**src/rtl/uart_led_ctrl.sv**
```systemverilog
// uart_led_ctrl: byte-command LED controller behind a UART.
// Commands: 'L' <arg> sets the LED register, 'B' <arg> sets the blink mask,
// '?' returns the LED register, and anything else returns 'E'. Each command
// produces one response byte on tx_data/tx_start.
// One received byte can wait in a pending slot while a response is held off
// by tx_busy. A byte that arrives when the slot is already full is dropped and
// sets err_ovf.
// Optional feature: define UART_LED_CTRL_TIMEOUT_EN to abandon an argument
// wait after MAX_COUNT idle cycles. The controller then responds with 'T'.
//
// state | meaning
// IDLE  | waiting for a command byte
// ARG_L | waiting for the LED-register argument
// ARG_B | waiting for the blink-mask argument
// RESP  | response latched, waiting for tx_busy low to send it
module uart_led_ctrl #(
    parameter logic [23:0] MAX_COUNT = 24'd10_000_000
) (
    input  logic       clk,
    input  logic       rst,
    input  logic [7:0] rx_data,
    input  logic       rx_valid,
    input  logic       tx_busy,
    output logic [7:0] tx_data,
    output logic       tx_start,
    output logic [6:0] led_port,
    output logic       err_ovf
);

    typedef enum logic [1:0] {IDLE, ARG_L, ARG_B, RESP} state_t;

    localparam logic [7:0] CMD_LED   = 8'h4C;
    localparam logic [7:0] CMD_BLINK = 8'h42;
    localparam logic [7:0] CMD_QUERY = 8'h3F;
    localparam logic [7:0] RSP_OK    = 8'h4B;
    localparam logic [7:0] RSP_ERR   = 8'h45;
    localparam logic [7:0] RSP_TMO   = 8'h54;

    state_t      state, state_nxt;
    logic [7:0]  resp, resp_nxt;
    logic [6:0]  led_reg, led_nxt;
    logic [6:0]  blink_mask, mask_nxt;
    logic        pend_full;
    logic [7:0]  pend_data;
    logic        avail;
    logic [7:0]  byte_in;
    logic        consume;
    logic        tx_load;
    logic        timeout;
    logic [23:0] blink_cnt;
    logic        blink_phase, phase_nxt;
    logic        blink_wrap;

    // The pending slot always takes priority over a fresh rx_valid byte.
    assign avail   = pend_full | rx_valid;
    assign byte_in = pend_full ? pend_data : rx_data;

`ifdef UART_LED_CTRL_TIMEOUT_EN
    logic [23:0] to_cnt;

    // Count idle cycles spent waiting for an argument. The count is zero on entry.
    always_ff @(posedge clk or posedge rst) begin
        if (rst)
            to_cnt <= 24'd0;
        else if ((state == ARG_L || state == ARG_B) && !avail)
            to_cnt <= to_cnt + 24'd1;
        else
            to_cnt <= 24'd0;
    end

    assign timeout = (state == ARG_L || state == ARG_B) && !avail &&
                     (to_cnt == MAX_COUNT - 24'd1);
`else
    assign timeout = 1'b0;
`endif

    // State register
    always_ff @(posedge clk or posedge rst) begin
        if (rst)
            state <= IDLE;
        else
            state <= state_nxt;
    end

    // Next-state decode
    always_comb begin
        state_nxt = state;
        case (state)
            IDLE: begin
                if (avail) begin
                    if (byte_in == CMD_LED)
                        state_nxt = ARG_L;
                    else if (byte_in == CMD_BLINK)
                        state_nxt = ARG_B;
                    else
                        state_nxt = RESP;
                end
            end
            ARG_L, ARG_B: begin
                if (avail || timeout)
                    state_nxt = RESP;
            end
            RESP: begin
                if (!tx_busy)
                    state_nxt = IDLE;
            end
            default: state_nxt = IDLE;
        endcase
    end

    // Per-state datapath controls: byte consumption, register loads, response select
    always_comb begin
        resp_nxt = resp;
        led_nxt  = led_reg;
        mask_nxt = blink_mask;
        consume  = 1'b0;
        tx_load  = 1'b0;
        case (state)
            IDLE: begin
                if (avail) begin
                    consume = 1'b1;
                    if (byte_in == CMD_QUERY)
                        resp_nxt = {1'b0, led_reg};
                    else if (byte_in != CMD_LED && byte_in != CMD_BLINK)
                        resp_nxt = RSP_ERR;
                end
            end
            ARG_L: begin
                if (avail) begin
                    consume  = 1'b1;
                    led_nxt  = byte_in[6:0];
                    resp_nxt = RSP_OK;
                end else if (timeout) begin
                    resp_nxt = RSP_TMO;
                end
            end
            ARG_B: begin
                if (avail) begin
                    consume  = 1'b1;
                    mask_nxt = byte_in[6:0];
                    resp_nxt = RSP_OK;
                end else if (timeout) begin
                    resp_nxt = RSP_TMO;
                end
            end
            RESP: begin
                tx_load = !tx_busy;
            end
            default: ;
        endcase
    end

    // Command registers and the registered transmit request
    always_ff @(posedge clk or posedge rst) begin
        if (rst) begin
            resp       <= 8'h00;
            led_reg    <= 7'h00;
            blink_mask <= 7'h00;
            tx_start   <= 1'b0;
            tx_data    <= 8'h00;
        end else begin
            resp       <= resp_nxt;
            led_reg    <= led_nxt;
            blink_mask <= mask_nxt;
            tx_start   <= tx_load;
            if (tx_load)
                tx_data <= resp;
        end
    end

    // Pending slot: refilled when it is consumed alongside a new byte.
    // A new byte is dropped (sticky err_ovf) if it arrives unconsumed while the slot is full.
    always_ff @(posedge clk or posedge rst) begin
        if (rst) begin
            pend_full <= 1'b0;
            pend_data <= 8'h00;
            err_ovf   <= 1'b0;
        end else if (consume && pend_full) begin
            pend_full <= rx_valid;
            pend_data <= rx_data;
        end else if (!consume && rx_valid) begin
            if (!pend_full) begin
                pend_full <= 1'b1;
                pend_data <= rx_data;
            end else begin
                err_ovf <= 1'b1;
            end
        end
    end

    assign blink_wrap = (blink_cnt == MAX_COUNT - 24'd1);
    assign phase_nxt  = blink_wrap ? ~blink_phase : blink_phase;

    // Free-running blink half-period counter
    always_ff @(posedge clk or posedge rst) begin
        if (rst) begin
            blink_cnt   <= 24'd0;
            blink_phase <= 1'b0;
        end else begin
            blink_cnt   <= blink_wrap ? 24'd0 : blink_cnt + 24'd1;
            blink_phase <= phase_nxt;
        end
    end

    // LED drive is built from next-cycle values so a register update is visible one cycle later
    always_ff @(posedge clk or posedge rst) begin
        if (rst)
            led_port <= 7'h00;
        else
            led_port <= led_nxt ^ (phase_nxt ? mask_nxt : 7'h00);
    end

endmodule

```
**config.mk**
```make
export PLATFORM = sky130hd
export DESIGN_NAME = uart_led_ctrl
export DESIGN_NICKNAME = d
export VERILOG_FILES = /design/src/rtl/uart_led_ctrl.sv
export SDC_FILE = /design/constraint.sdc
export NUM_CORES = 1
export LEC_CHECK = 0
export ABC_AREA = 1
export CORE_MARGIN = 4
export CORE_UTILIZATION = 40
export CTS_CLUSTER_SIZE = 8
export DETAILED_ROUTE_END_ITERATION = 8
export PLACE_DENSITY = 0.58
export SLEW_MARGIN = 20
export SYNTH_ARGS = -nofsm -noshare
export SYNTH_HDL_FRONTEND = slang
export SYNTH_SLANG_ARGS = --single-unit
```
**constraint.sdc**
```tcl
create_clock -name clk -period 6.02 [get_ports clk]
set_clock_uncertainty 0.05 [all_clocks]
set_input_delay 0.903 -clock clk [delete_from_list [all_inputs] [get_ports clk]]
set_output_delay 0.903 -clock clk [all_outputs]
set_load 0.005 [all_outputs]
```
Word-level counts from Yosys, hierarchy flattened
Cells that the tools add are included.

Flip-flop bits (word level): 75. Latch bits: 0. Memory bits (writable): 0. Bits in read-only memories: 0. Input port bits: 12. Output and inout bits: 17. Logic and storage cells: 69. Memories kept: 0.

Add/sub/neg operators: 1. Multiply operators: 0. Divide/modulo/power cells: 0. Magnitude comparators: 0. Equality and inequality tests: 13. Shift-type cells: 0. Multiplexer cells: 26. Bitwise gates (word level): 4. Reductions and logical operators: 13.

Operator list (count): $mux W8 (7); $mux W7 (5); $add A24 B1 Y24 const B (1); $eq A24 B24 Y1 const B (1); $mux W24 (1); $eq A8 B7 Y1 const B (2); $ne A8 B7 Y1 const B (2); $pmux W8 S2 (1); $eq A8 B6 Y1 const B (1); $mux W2 (4); $mux W1 (7); $xor A7 B7 Y7 (1); $pmux W2 S3 (1); $reduce_and A3 Y1 (2); $eq A2 B2 Y1 const B (2); $ne A2 B2 Y1 const B (2); $reduce_and A4 Y1 (1); $reduce_bool A2 Y1 (2); $logic_and A1 B1 Y1 (3); $ne A3 B3 Y1 const B (1); $reduce_or A3 Y1 (1); $eq A2 B1 Y1 const B (1); $logic_not A1 Y1 (2); $logic_not A2 Y1 (1); 4 further kinds (5).

Longest topological paths before layout
Word-level depth: 7. Mapped depth: 14. Gate-level depth less buffers: 12.

Least setup slack after synthesis
Ideal clock, no wire load.

Path type: input port to flip-flop. Start: in rx_data[6]. End: reg resp[1]. Setup time: 0.117 ns. Arrival: 1.666 ns. Required time: 5.853 ns. Slack: 4.187 ns. Cell stages on the path: 10. Buffers on the path: 0. Cells stage by stage: inv_1 -> nand2_1 -> nand2_1 -> nand2_2 -> nor2_4 -> a21oi_2 -> nand2_4 -> nand2_4 -> nand2_1 -> nand2_1.

Cells in the longest elaborated chain, start to end: 5. Elaborated cells between the ends (all ways): 10. Those cells by class: eq/ne: 4; mux: 4; reduce/logical: 2.

RTL lines: from (decl) (line 21) `input logic [7:0] rx_data,`; $mux W8 (*); $eq A8 B6 Y1 or $ne A8 B7 Y1 (tied branches) (line 122, 124); $mux W8 or $logic_and A1 B1 Y1 (tied branches) (line 122, 124); $mux W8 or $ne A3 B3 Y1 (tied branches); $pmux W8 S2 or $reduce_and A4 Y1 (tied branches); to (signal assigned) (line 162) `resp <= resp_nxt;`; to (decl) (line 40) `logic [7:0] resp, resp_nxt;`.

Every way passes the cells marked *; elsewhere a longest branch is shown, timed or not. The select of a mux whose other input is x is not followed. A chain may end at the register's enable or synchronous reset.

Worst setup path after layout
Start: in rx_valid. End: reg led_port[6].

Cells in the longest elaborated chain, start to end: 5. Elaborated cells between the ends (all ways): 7. Those cells by class: mux: 5; bitwise: 2.

RTL lines: from (decl) (line 22) `input logic rx_valid,`; $or A1 B1 Y1 (line 55) `assign avail = pend_full | rx_valid;`; $mux W7 (line 138) `if (avail) begin`; $mux W7 (line 118) `case (state)`; net mask_nxt[6] (line 42) `logic [6:0] blink_mask, mask_nxt;`; $mux W7 (line 210) `led_port <= led_nxt ^ (phase_nxt ? mask_nxt : 7'h00);`; $xor A7 B7 Y7 (line 210); to (signal assigned) (line 210); to (decl) (line 26) `output logic [6:0] led_port,`.

The timed path passes the listed nets, and every way through them passes these cells.

==> impl_table.tex <==
\begin{tabular}{lr}
\hline
Metric & Value \\
\hline
\multicolumn{2}{l}{\textbf{Setup path}} \\
\quad Largest fanout of any net on the critical path & 14 \\
\quad Crit path kind & input port to flop \\
\quad Worst Path Arrival & about 2.4 ns \\
\quad CP startpoint kind & input port \\
\quad Worst EP required & approximately 6.2 ns \\
\quad Element type at the critical path end & flop \\
\multicolumn{2}{l}{\textbf{Synth}} \\
\quad Compound-gate portion of the synthesized area & 0.0749 \\
\quad Number of unique standard cell types used by synthesis & 34 \\
\quad Largest family of logic cells by synthesized area & simple AND/OR/NAND/NOR gates \\
\quad Part of the Yosys area used for sequential elements & 0.456 \\
\quad Library cell occupying the most area in the post-synthesis netlist & sky130\_fd\_sc\_hd\_\_dfrtp\_1 \\
\quad Post-synthesis simple-gate area fraction & 0.331 \\
\quad Top area cells in the synthesized netlist & sky130\_fd\_sc\_hd\_\_dfrtp\_1 46\%, sky130\_fd\_sc\_hd\_\_nand2\_1 13\%, sky130\_fd\_sc\_hd\_\_inv\_1 6.6\%, sky130\_fd\_sc\_hd\_\_nand3\_1 3.9\%, sky130\_fd\_sc\_hd\_\_nor2\_1 3.7\% \\
\quad Cell Area, Synth & 0.00401 mm\^{}2 \\
\quad Mux contribution to synthesized area & 0 \\
\quad Post-Synthesis Cells & $\sim$500 \\
\quad Parity-gate share of the synthesized area counting xor and xnor cells & 0.0218 \\
\quad Adder-cell share of the synthesized area & 0.0218 \\
\quad Syn nets & about 520 \\
\quad Synth warn & 0 \\
\quad \#FFs+latches synth & 73 \\
\quad Area share of the leading cell type in the synthesized netlist & 0.456 \\
\quad Mapped Avg Cell Area & about 8 um\^{}2 \\
\multicolumn{2}{l}{\textbf{Detailed routing}} \\
\quad Detailed-routing iteration count for the pre-antenna-repair pass & 4 \\
\quad Post-route antenna net violation count & 0 \\
\quad DR WL/cell & around 13 um \\
\quad Routed Wire Length & 8350 um \\
\quad DR iter-0 viols & about 150 \\
\quad Routed via count & 3193 \\
\quad Routed via count divided by cell count & 4.79 \\
\quad DRC violation count after routing & 0 \\
\multicolumn{2}{l}{\textbf{Clocking}} \\
\quad Sinks on the clock net & between 70 and 80 \\
\quad Maximum root-to-sink buffer count & 2 \\
\quad Buffers inserted during post-CTS setup optimization & 0 \\
\quad Clock transition at the register clock pins on the worst setup and hold paths after CTS & about 0.080 ns \\
\quad CTS H-tree depth & 3 \\
\quad Number of buffers created by CTS & 9 \\
\quad Library cell used as clock root buffer & sky130\_fd\_sc\_hd\_\_clkbuf\_8 \\
\quad Number of gates resized after cts & 0 \\
\quad TritonCTS clock tree & yes \\
\quad Clk Latency, worst-skew pair & between 0.3 and 0.4 ns \\
\quad Number of hold-repair buffers added at the cts stage & 0 \\
\multicolumn{2}{l}{\textbf{Power and ir drop}} \\
\quad Max VDD drop & around 0.00022 V \\
\quad Power density normalized to cell area & roughly 430 mW/mm\^{}2 \\
\quad Reported leakage power & 2.22 nW \\
\multicolumn{2}{l}{\textbf{Global route}} \\
\quad Total overflow reported by the global router & 0 \\
\quad Pin count of the biggest net entering global routing & 74 \\
\quad GRT Total Usage & 0.157 \\
\quad Via count of the first global-routing pass & 3138 \\
\quad Wire length of the first global-routing pass & 14600 um \\
\quad Antenna violations before repair & 0 \\
\multicolumn{2}{l}{\textbf{Cells and area}} \\
\quad Layout area overhead & 14.5\% \\
\quad Final antenna diode count & 0 \\
\quad Flip-flop count of the largest register, all copies and words added & 24 \\
\quad Largest registers in the final layout & blink\_cnt (24), pend\_data (8) \\
\quad Leading cell type in the layout, fill and taps excluded & sky130\_fd\_sc\_hd\_\_nand2\_1 \\
\quad Number of fill cells in the layout & 1000 \\
\quad FF+latch area & about 0.0018 mm\^{}2 \\
\quad Top library cells by usage in the layout, fill and taps aside & 140 x sky130\_fd\_sc\_hd\_\_nand2\_1, 73 x sky130\_fd\_sc\_hd\_\_dfrtp\_1, 69 x sky130\_fd\_sc\_hd\_\_inv\_1 \\
\quad Area taken by multi-input logic gates & roughly 0.0018 mm\^{}2 \\
\quad Nets@finish & about 550 \\
\quad Reg with most FFs & blink\_cnt \\
\quad Fraction of layout instances using a drive strength above 1 & 0.124 \\
\multicolumn{2}{l}{\textbf{Timing}} \\
\quad Final worst setup slack & 3.78 ns \\
\quad Setup tns final & 0 ns \\
\quad Final setup vio count & 0 \\
\quad Relative max-transition margin & 0.392 \\
\quad Unrepaired setup endpoints after global routing & no \\
\quad Achievable frequency & $\sim$0.45 GHz \\
\quad Transition time at the pin with the least slew margin & 0.912 ns \\
\quad Share of the cycle needed by the critical path after routing & 0.371 \\
\quad Min Clock Period, post-route & 2.24 ns \\
\quad Number of hold violations in the final report & 0 \\
\quad Final max-slew violation count & 0 \\
\multicolumn{2}{l}{\textbf{Die}} \\
\quad Height of the die & roughly 110 um \\
\quad Core region area & roughly 0.0098 mm\^{}2 \\
\quad Total I/O pin count & 29 \\
\quad Core Rows & 36 \\
\quad Starting Density & 0.410 \\
\quad Chip Width & 108 um \\
\quad Overall die area & between 0.01 and 0.015 mm\^{}2 \\
\multicolumn{2}{l}{\textbf{Run status}} \\
\quad Status & finished, final reports clean \\
\multicolumn{2}{l}{\textbf{Place}} \\
\quad Worst slack, placed & 3.42 ns \\
\quad Placer congestion estimate & roughly 0.93 \\
\quad Number of port buffers & 27 \\
\quad Hpwl dp & between 6000 and 7000 um \\
\multicolumn{2}{l}{\textbf{Min path}} \\
\quad Worst min-delay path category & flop to flop \\
\multicolumn{2}{l}{\textbf{Run}} \\
\quad Total of max-cap violations & 0 \\
\hline
\end{tabular}
[logic make-up (layout without fill, tap and decap cells)]
kind of cell	after synthesis	count (layout)
AOI/OAI and AO/OA	49	49
xor gates and xnor gates	10	10
adders and majority gates	7	7
buffers and inverters	83	118
DFF	73	73
other	1	1
and+or+nand+nor	276	276
[cells in the mapped netlist, drive strengths merged]
master  count
buf         9
o21ai      31
nand4      17
o211ai      3
xnor2       1
nor2       50
dfrtp      73
conb        1
nand2     160
xor2        9
ha          7
nor3b       1
nand3      32
inv        74
a22oi       2
o21bai      2
or2         1
nor4        1
nand3b      2
a21oi      11
nor3       12
[per-layer routing]
layer | up-vias | share of wire | track usage | routed length, um
met5 | - | 0 | 0 | 0
met4 | 0 | 0.021 | 0.0613 | 178
met3 | 14 | 0.041 | 0.0322 | 345
met2 | 54 | 0.44 | 0.241 | 3640
met1 | 1481 | 0.50 | 0.218 | 4190
li1 | 1644 | - | - | -
[power breakdown]
group	total, mW	leakage, nW	switching [mW]	internal [mW]
combinational	0.790	1.21	0.493	0.297
clock	0.437	0.110	0.200	0.237
sequential	0.730	0.900	0.0916	0.639
[final timing paths]
path / to / startpoint / depth (start not counted) / slack [ns]
min: tx_data[6]$_DFFE_PP0P_ / tx_data[6]$_DFFE_PP0P_ / 2 / 0.42
min in group asynchronous: tx_start$_DFF_PP0_ / rst / 3 / 1.10
max reg2reg: pend_data[4]$_DFFE_PP0P_ / pend_full$_DFFE_PP0P_ / 6 / 3.84
max in group asynchronous: pend_data[0]$_DFFE_PP0P_ / rst / 3 / 4.22
min reg2reg: tx_data[6]$_DFFE_PP0P_ / tx_data[6]$_DFFE_PP0P_ / 2 / 0.42
max: led_port[6]$_DFF_PP0_ / rx_valid / 8 / 3.78
[cell type report]
type                            instances  area share
Sequential cell                        73       0.398
Multi-Input combinational cell        343       0.393
Inverter                               74      0.0627
Timing Repair Buffer                   28      0.0605
Tap cell                              133      0.0363
Clock buffer                            9      0.0270
Clock inverter                          7      0.0224
[critical path, stage by stage]
cell and delay (ns):
sky130_fd_sc_hd__clkdlybuf4s50_1 0.59, sky130_fd_sc_hd__nor2_4 0.07, sky130_fd_sc_hd__nor2_4 0.37, sky130_fd_sc_hd__nor2_1 0.10, sky130_fd_sc_hd__a21oi_2 0.16, sky130_fd_sc_hd__nand3_1 0.10
sky130_fd_sc_hd__nand2_1 0.09, sky130_fd_sc_hd__nand2_1 0.05
[metrics by stage]
stage                     total power [mW]  hold WS [ns]  instance area (um^2)   util  cells
after floorplan                       1.33         0.392                  4010      -    499
after global placement                1.52         0.405                  4360  0.446    651
after detailed placement              1.54         0.408                  4360  0.446    651
after CTS                             1.98         0.428                  4590  0.470    667
after global routing                  2.13         0.447                  4590  0.470    667
final                                 1.96         0.423                  4590  0.470    667
Note: power is estimated with default switching activity, not from simulation.
==> patch: new RTL, same settings <==
Register the inputs `rx_data`, `rx_valid` and `tx_busy` before use, without a reset. The logic sees them one clock later.
--- a/src/rtl/uart_led_ctrl.sv
+++ b/src/rtl/uart_led_ctrl.sv
@@ -36,6 +36,16 @@
     localparam logic [7:0] RSP_ERR   = 8'h45;
     localparam logic [7:0] RSP_TMO   = 8'h54;
 
+    logic [7:0] rx_data_q;
+    logic rx_valid_q;
+    logic tx_busy_q;
+
+    always_ff @(posedge clk) begin
+        rx_data_q  <= rx_data;
+        rx_valid_q <= rx_valid;
+        tx_busy_q  <= tx_busy;
+    end
+
     state_t      state, state_nxt;
     logic [7:0]  resp, resp_nxt;
     logic [6:0]  led_reg, led_nxt;
@@ -52,8 +62,8 @@
     logic        blink_wrap;
 
     // The pending slot always takes priority over a fresh rx_valid byte.
-    assign avail   = pend_full | rx_valid;
-    assign byte_in = pend_full ? pend_data : rx_data;
+    assign avail   = pend_full | rx_valid_q;
+    assign byte_in = pend_full ? pend_data : rx_data_q;
 
 `ifdef UART_LED_CTRL_TIMEOUT_EN
     logic [23:0] to_cnt;
@@ -101,7 +111,7 @@
                     state_nxt = RESP;
             end
             RESP: begin
-                if (!tx_busy)
+                if (!tx_busy_q)
                     state_nxt = IDLE;
             end
             default: state_nxt = IDLE;
@@ -144,7 +154,7 @@
                 end
             end
             RESP: begin
-                tx_load = !tx_busy;
+                tx_load = !tx_busy_q;
             end
             default: ;
         endcase
@@ -176,12 +186,12 @@
             pend_data <= 8'h00;
             err_ovf   <= 1'b0;
         end else if (consume && pend_full) begin
-            pend_full <= rx_valid;
-            pend_data <= rx_data;
-        end else if (!consume && rx_valid) begin
+            pend_full <= rx_valid_q;
+            pend_data <= rx_data_q;
+        end else if (!consume && rx_valid_q) begin
             if (!pend_full) begin
                 pend_full <= 1'b1;
-                pend_data <= rx_data;
+                pend_data <= rx_data_q;
             end else begin
                 err_ovf <= 1'b1;
             end
Function: changed (a bounded check fails within 4 cycles, from zero or initial values and one cycle with rst high).
==> patch against the original RTL <==
  * Setup slack improved by 0.035 ns
  * Total power is 1.4% higher
  * Core utilization fell by 0.38 points
  * Sequential cell count grew 10
  * Synthesized area up 6.0%
  * Routed wire length rose by 2.6%
  * First-iteration DRC count is 12% higher
  * Synthesized cell count increased by 4.4%
  * Global-route usage decreased by 1.2 points
  * Design area increased by 4.8%
  * Critical path type is now reg -> out
  * Critical endpoint is now err_ovf
==> patch: results (changes against the original RTL) <==
[drt]
wl_met1_um=4300  ; +2.7%
dr.pass1.iters=5  ; +1
drtIter0Drc=172  ; +12%
route.met3.wl_um=380  ; +10%

[clock_tree]
clkLatencyLatePin_ns=0.37  ; +0.02 ns

[pwr]
switching_share=0.384  ; -0.0175
power_leakage_uw=0.00232  ; +4.9%
seq_power_uw=798  ; +9.3%

[worst_setup_path]
critPathArrivalTime_ns=1.25  ; -1.18 ns
path_delay_family=buffers and inverters
reg2reg_to=resp[2]
worst_path_largest_cell_delay_ns=0.51  ; -0.08 ns
reg2reg_slack_ns=3.94  ; +0.10 ns

[place]
placed_cells=675  ; +3.7%
preCtsSetupSlack_ns=3.60  ; +0.182 ns
dp_hpwl_um=6380  ; +4.0%
place_congestion=0.952  ; +2.4%

[finish]
drive_above_1_share=0.117  ; -0.00648
top_regs=blink_cnt (24), pend_data (8), rx_data_q (8)

[global_route]
met2_usage=0.219  ; -0.0218
grt_max_degree=56  ; -24%
grt_usage=0.145  ; -0.0118
grt_pass1_vias=3162  ; +0.76%

[run_status]
outcome=finished clean

[logic_synthesis]
synthArstFlopShare=0.880  ; -0.120
synth-xor-area-share=0.0186  ; -0.00330
yosysUniqueCellTypes=40  ; +18%

[timing]
tightest_slew_ns=0.708  ; -0.204 ns

patch: changes by cell type in the layout (fill, tap and decap cells not counted), sizes merged, moves of 3 or more:
cell    before  now
clkbuf       9   12
dfxtp        0   10
nor2        50   45
o21ai       31   27
nand3       32   36
nand2      160  164
patch: layout make-up:
cell class | count | area, um2 | share of cell area
timing repair buffer | 28 | 278 | 0.0578
tap | 136 | 170 | 0.0354
clock buffer | 12 | 165 | 0.0343
inverter | 77 | 294 | 0.0612
multi-input combinational | 351 | 1820 | 0.378
clock inverter | 4 | 55.1 | 0.0114
sequential | 83 | 2030 | 0.422
patch: worst max-delay path by stage:
stage / from / end / slack (ns) / cells after the start
2_1_floorplan: rst / blink_cnt[0] / 3.21 / 1
3_3_place_gp: rst / led_port[5] / 3.61 / 3
3_5_place_dp: rst / pend_data[3] / 3.60 / 3
4_1_cts: err_ovf / err_ovf / 3.80 / 1
5_1_grt: pend_full / resp[3] / 3.71 / 12
6_report: err_ovf / err_ovf / 3.82 / 1
